--- config.mk ---
export PLATFORM = sky130hd
export DESIGN_NAME = stopwatch_core
export DESIGN_NICKNAME = d
export VERILOG_FILES = /design/src/rtl/stopwatch_core.sv
export SDC_FILE = /design/constraint.sdc
export NUM_CORES = 1
export LEC_CHECK = 0
export CAP_MARGIN = 20
export CORE_MARGIN = 2
export CORE_UTILIZATION = 56
export DETAILED_ROUTE_END_ITERATION = 6
export GPL_TIMING_DRIVEN = 0
export PLACE_DENSITY = 0.79
export SLEW_MARGIN = 30
export SYNTH_ARGS = -nofsm -noshare
export SYNTH_HDL_FRONTEND = slang
export SYNTH_SLANG_ARGS = --single-unit
--- constraint.sdc ---
create_clock -name clk_100mhz -period 2.5 [get_ports clk_100mhz]
set_clock_uncertainty 0.2 [all_clocks]
set_input_delay 0.375 -clock clk_100mhz [delete_from_list [all_inputs] [get_ports clk_100mhz]]
set_output_delay 0.375 -clock clk_100mhz [all_outputs]
set_load 0.05 [all_outputs]
--- src/rtl/stopwatch_core.sv ---
// Millisecond stopwatch: BCD mm:ss.fff live count with run/pause, saturation and lap freeze.
//
// state  | meaning
// IDLE   | cleared, waiting for start
// RUN    | counting one ms per tick_src rising edge
// PAUSED | count held, start resumes
// FULL   | count saturated at MIN_LIMIT:59.999, only clear leaves
module stopwatch_core #(
  parameter int MIN_LIMIT = 59
) (
  input  logic        clk_100mhz,
  input  logic        rst_n,
  input  logic        tick_src,
  input  logic        btn_start_stop,
  input  logic        btn_clear,
  input  logic        btn_lap,
  output logic [27:0] digits,
  output logic        running,
  output logic        lap_active,
  output logic        full
);

  typedef enum logic [1:0] {IDLE, RUN, PAUSED, FULL} state_t;

  localparam logic [3:0]  MIN_TENS = 4'(MIN_LIMIT / 10);
  localparam logic [3:0]  MIN_ONES = 4'(MIN_LIMIT % 10);
  localparam logic [27:0] CNT_MAX  = {MIN_TENS, MIN_ONES, 4'd5, 4'd9, 4'd9, 4'd9, 4'd9};

  state_t      state_q, state_d;
  logic        tick_q, tick, at_max, count_en;
  logic [27:0] cnt_q, cnt_d, lap_q, lap_d;
  logic        lap_active_d, running_d, full_d;

  // Ripple a +1 ms through the seven digits; sec tens wraps at 5, all others at 9.
  function automatic logic [27:0] bcd_inc(input logic [27:0] v);
    logic [27:0] r;
    logic        carry;
    logic [3:0]  lim;
    r     = v;
    carry = 1'b1;
    for (int i = 0; i < 7; i++) begin
      lim = (i == 4) ? 4'd5 : 4'd9;
      if (carry) begin
        if (r[4*i +: 4] == lim) begin
          r[4*i +: 4] = 4'd0;
        end else begin
          r[4*i +: 4] = r[4*i +: 4] + 4'd1;
          carry       = 1'b0;
        end
      end
    end
    return r;
  endfunction

  assign tick     = tick_src & ~tick_q;
  assign at_max   = (cnt_q == CNT_MAX);
  assign count_en = (state_q == RUN) && tick && !at_max;

  always_comb begin
    cnt_d = cnt_q;
    if (btn_clear)     cnt_d = '0;
    else if (count_en) cnt_d = bcd_inc(cnt_q);
  end

  always_ff @(posedge clk_100mhz or negedge rst_n) begin
    if (!rst_n) begin
      state_q    <= IDLE;
      tick_q     <= 1'b0;
      cnt_q      <= '0;
      lap_q      <= '0;
      lap_active <= 1'b0;
      running    <= 1'b0;
      full       <= 1'b0;
    end else begin
      state_q    <= state_d;
      tick_q     <= tick_src;
      cnt_q      <= cnt_d;
      lap_q      <= lap_d;
      lap_active <= lap_active_d;
      running    <= running_d;
      full       <= full_d;
    end
  end

  always_comb begin
    state_d = state_q;
    if (btn_clear) begin
      state_d = IDLE;
    end else begin
      case (state_q)
        IDLE:    if (btn_start_stop) state_d = RUN;
        RUN: begin
          if (tick && at_max)      state_d = FULL;
          else if (btn_start_stop) state_d = PAUSED;
        end
        PAUSED:  if (btn_start_stop) state_d = RUN;
        FULL:    state_d = FULL;
        default: state_d = IDLE;
      endcase
    end
  end

  // Lap snapshot takes cnt_d so a same-cycle tick is part of the frozen value.
  always_comb begin
    lap_d        = lap_q;
    lap_active_d = lap_active;
    running_d    = (state_d == RUN);
    full_d       = (state_d == FULL);
    if (btn_clear) begin
      lap_active_d = 1'b0;
    end else if (btn_lap) begin
      if (lap_active && (state_q == RUN || state_q == PAUSED)) begin
        lap_active_d = 1'b0;
      end else if (!lap_active && state_q == RUN) begin
        lap_d        = cnt_d;
        lap_active_d = 1'b1;
      end
    end
  end

  assign digits = lap_active ? lap_q : cnt_q;

endmodule

Word-level counts from Yosys, hierarchy flattened --
Cells that the tools add are included.
Storage, ports and cells: register bits 62, output and inout bits 31, logic and storage cells 93
Cells by class: add/sub/neg operators 7, equality and inequality tests 13, multiplexer cells 48, bitwise operators 4, reductions and logical operators 14
Operators by type and width (number):
- $mux 28 | 3
- $mux 4 | 13
- $add 4x1->4 const B | 7
- $eq 28x27->1 const B | 1
- $mux 1 | 27
- $eq 4x4->1 const B | 6
- $mux 2 | 4
- $eq 2x2->1 const B | 3
- $pmux 2 s3 | 1
- $logic_and 1x1->1 | 5
- $eq 2x1->1 const B | 2
- $eq 4x3->1 const B | 1
- $reduce_and 4->1 | 1
- $not 1->1 | 3
- $reduce_bool 3->1 | 1
- $logic_not 1->1 | 2
- $logic_not 2->1 | 1
- $reduce_and 2->1 | 1
- $reduce_bool 2->1 | 1
- $reduce_or 2->1 | 1
- $and 1x1->1 | 1
- $logic_or 1x1->1 | 1

Longest topological paths before layout --
depth after elaboration 24, mapped depth 8, mapped depth without buffers 7

Worst setup path before layout --
No wires, ideal clock.
kind register to output, start point register lap_active, end point output port digits[24], arrival 2.225 ns, required time 1.925 ns, path slack -0.300 ns, cell stages (with the launch flop) 4, buffers on the path 2, cell sequence dfrtp_1 buf_1 clkbuf_1 o21ai_0
Between the ends: longest elaborated chain between the ends 1
Ends and longest elaborated chain:
- from (decl) | line 19 | output logic lap_active,
- from (signal assigned) | line 79 | lap_active <= lap_active_d;
- $mux 28 | line 121 | assign digits = lap_active ? lap_q : cnt_q;
- to (decl) | line 17 | output logic [27:0] digits,
No other way between the ends.

Worst setup path after layout --
start point register lap_active, end point output port digits[9]
The elaborated chain is that of the path after synthesis.

==> summary.md <==
| Metric | Value |
|---|---|
| RSZ-0062 raised after global routing | `false` |
| Count of yosys warnings during synthesis | `0` |
| Post-route non-filler standard cell count | `487` |
| Unique masters post-synth | `56` |
| Leading post-synthesis cells by cell area | `sky130_fd_sc_hd__dfrtp_1 46%, sky130_fd_sc_hd__mux2_2 6.6%, sky130_fd_sc_hd__nand2_1 6.1%, sky130_fd_sc_hd__o21ai_0 3.7%, sky130_fd_sc_hd__nor2_1 3.3%` |
| Endpoints failing hold | `0` |
| Std cell rows | `28` |
| Maximum root-to-sink buffer count | `2` |
| Average routed wire per standard cell | `17.2 µm` |
| Area leader, netlist | `sky130_fd_sc_hd__dfrtp_1` |
| Routed wire length on met3 | `462 µm` |
| Total overflow reported by the global router | `0` |
| Overall global routing resource usage | `0.275` |
| Number of max-cap violations | `0` |
| Pin count of the biggest net entering global routing | `34` |
| Total Power | `2.20 mW` |
| Clock latency at the later pin of the worst-skew pair | `0.35 ns` |
| Number of nets in the layout | `415` |
| Leading cell type by number of instances after synthesis | `sky130_fd_sc_hd__dfrtp_1` |
| Vias in the first global route | `2800` |
| Share of power burned in the clock network | `0.471` |
| Status | `finished clean` |
| Post-detailed-placement half-perimeter wirelength | `5710 µm` |
| Synthesized cell area | `3400 µm²` |
| Fin crit period | `2.44 ns` |
| Worst slew margin relative to its limit | `0.347` |
| Critical Path End Type | `output port` |
| Number of slew-limit violations in the final report | `0` |
| Share of power burned in combinational logic | `0.062` |
| Via count | `2861` |
| Routed length on met2 | `3980 µm` |
| I/O pin count | `37` |
| Critical path data required time | `1.92 ns` |
| Final setup violation count | `0` |
| Clk sinks | `62` |
| Most instantiated cells after synthesis | `62 x sky130_fd_sc_hd__dfrtp_1, 55 x sky130_fd_sc_hd__nand2_1, 30 x sky130_fd_sc_hd__nor2_1` |
| Internal cell power | `1.70 mW` |
| TritonCTS clock tree | `built` |
| Post-synthesis instance total | `359` |
| Die height | `81.9 µm` |
| Portion of total power attributed to sequential cells | `0.467` |
| Register-to-register setup slack | `0.18 ns` |
| Area share of the leading cell type in the synthesized netlist | `0.456` |
| Arr. time, crit path | `1.86 ns` |
| Largest voltage drop on the vdd net | `0.384 mV` |
| Number of clock buffers inserted by TritonCTS | `9` |
| Synthesized netlist net count | `367` |
| Post-synth top flop | `sky130_fd_sc_hd__dfrtp_1` |
| Largest fanout of any net on the critical path | `10` |
| Launch point of the worst hold path | `btn_clear` |
| Buffer count from post-CTS setup fixing | `0` |
| FMAX | `410 MHz` |
| Area of the die | `6710 µm²` |
| Post-synth ARST share | `1.00` |
| Placeable core area | `5890 µm²` |
| Number of antenna violations at the first check in global routing | `0` |
| WL met1 | `3740 µm` |
| Width of the chip | `81.9 µm` |
| Global placement routability congestion | `0.855` |
| Number of flops mapped to enable cells by yosys | `0` |
| H-tree level count | `3` |
| Syn avg cell area | `9.47 µm²` |
| Residual antenna-violating net count after detailed routing | `0` |
| Leakage power total | `1.80 nW` |
| First-pass DRT Iterations | `4` |
| Effective utilization at floorplan | `0.578` |
| Clk pin slew, worst setup/hold paths | `0.07 ns` |
| DRC viols | `0` |
| Portion of the clock cycle consumed by the worst path in the final layout | `0.976` |
| Ant. Diodes | `0` |
| Transition time at the pin with the least slew margin | `0.971 ns` |
| Worst-case setup slack after placement | `-0.603 ns` |
| Root Buffer Master | `sky130_fd_sc_hd__clkbuf_8` |
| Worst hold margin | `0.272 ns` |
| Layout Area Growth over Synthesis | `20.8%` |
| Path type of the worst setup path | `reg -> out` |
| Worst hold path type | `in -> reg` |
| Worst-case setup margin in the final layout | `0.0611 ns` |
| Seq cells post-synth | `62` |
| Switching part of the total power | `0.227` |
| Number of design-rule violations left by the first detailed-router iteration | `187` |
| Vias per Instance | `5.87` |
| R2r startpoint | `state_q[1]$_DFF_PN0_` |
| Placed insts | `470` |
| First-pass GRT wire length | `13700 µm` |
| Psw | `500 µW` |
| Share of the yosys chip area belonging to registers | `0.456` |
| Max Used Layer | `met4` |
| Count of input and output buffers | `35` |
| Share of final-layout standard cells stronger than drive strength 1 | `0.175` |
| Total power density per cell area | `536 nW/µm²` |
| Critical path launch point type | `flip-flop` |
| CP startpoint | `lap_active$_DFFE_PN0P_` |
| Post-detailed-routing wire length | `8370 µm` |
-- routing by layer --
layer | GRT usage | vias up
li1 | - | 1367
met3 | 0.0560 | 18
met2 | 0.421 | 94
met5 | 0 | -
met1 | 0.378 | 1382
met4 | 0.118 | 0
-- layout make-up --
cell class                      instances  area [µm²]
Sequential cell                        62        1550
Inverter                               12        45.0
Timing Repair Buffer                   37         357
Clock buffer                           13         169
Clock inverter                          3        65.1
Multi-Input combinational cell        266        1720
Tap cell                               75        93.8
Buffer                                 19         108
Fill cell                             477        1780
-- state kept, by name, indices dropped and copies added (netlist names) --
| name | cells |
|---|---|
| cnt_q | 28 |
| running | 1 |
| full | 1 |
| state_q | 2 |
| tick_q | 1 |
| lap_q | 28 |
| lap_active | 1 |
-- power groups by stage --
stage	sequential, mW	clock, mW	combinational [mW]
after floorplan	1.05	0	0.0643
after global placement	1.05	0	0.128
after detailed placement	1.05	0	0.133
after CTS	1.03	1.04	0.137
after global routing	1.03	1.09	0.152
final	1.03	1.04	0.136
-- worst max-delay path, stage by stage (launching register included) --
cell and delay, ns:
sky130_fd_sc_hd__dfrtp_1 0.42, sky130_fd_sc_hd__clkbuf_1 0.49, sky130_fd_sc_hd__o21ai_0 0.23, sky130_fd_sc_hd__clkdlybuf4s18_2 0.38
-- kinds of logic (layout without fill, tap and decap cells) --
kind of cell,count (synthesis),after routing,synth area share
simple gates,149,149,0.244
compound gates,76,76,0.133
xor+xnor,11,11,0.0283
mux,28,28,0.0898
fa+ha+maj,2,2,0.00736
flops,62,62,0.456
buf+inv,31,84,0.0416
-- worst paths after layout --
path / endpoint / depth (start not counted)
worst min register to register: lap_q[6]$_DFFE_PN0P_ / 2
max in group asynchronous: tick_q$_DFF_PN0_ / 3
min in group asynchronous: lap_q[20]$_DFFE_PN0P_ / 2
worst max-delay path: digits[9] / 3
worst min-delay path: lap_q[0]$_DFFE_PN0P_ / 2
worst max register to register: lap_q[24]$_DFFE_PN0P_ / 5
-- per-stage QoR --
step	setup TNS [ns]	utilization	instance area [µm²]
after detailed placement	-7.48	0.656	3860
final	0	0.697	4110
after CTS	0	0.695	4090
after global placement	-78.09	0.653	3840
after floorplan	-0.158	-	3400
after global routing	0	0.697	4110
-- cells in the final DEF, fill, tap and decap left out, drive strengths merged, types with 3 or more instances in the layout --
master,instances
inv,12
xor2,4
nor4,4
dfrtp,62
mux2,20
o21ai,39
nand2b,3
nor2b,3
o31ai,3
nor3,7
nor3b,5
nand2,55
clkbuf,26
dlygate4sd2,19
nand3,10
a21oi,16
buf,9
xnor2,7
clkdlybuf4s15,6
clkdlybuf4s50,6
nand4,9
nor2,30
mux2i,8
and4bb,5
o211ai,4
and2,4
-- timing repair --
action,4_1_cts,5_1_grt
hold buffers,1,0
resized for setup,63,3
setup endpoints to repair,28,14
endpoints found under the hold margin,29,0
Note: power is estimated with default switching activity, not from simulation.
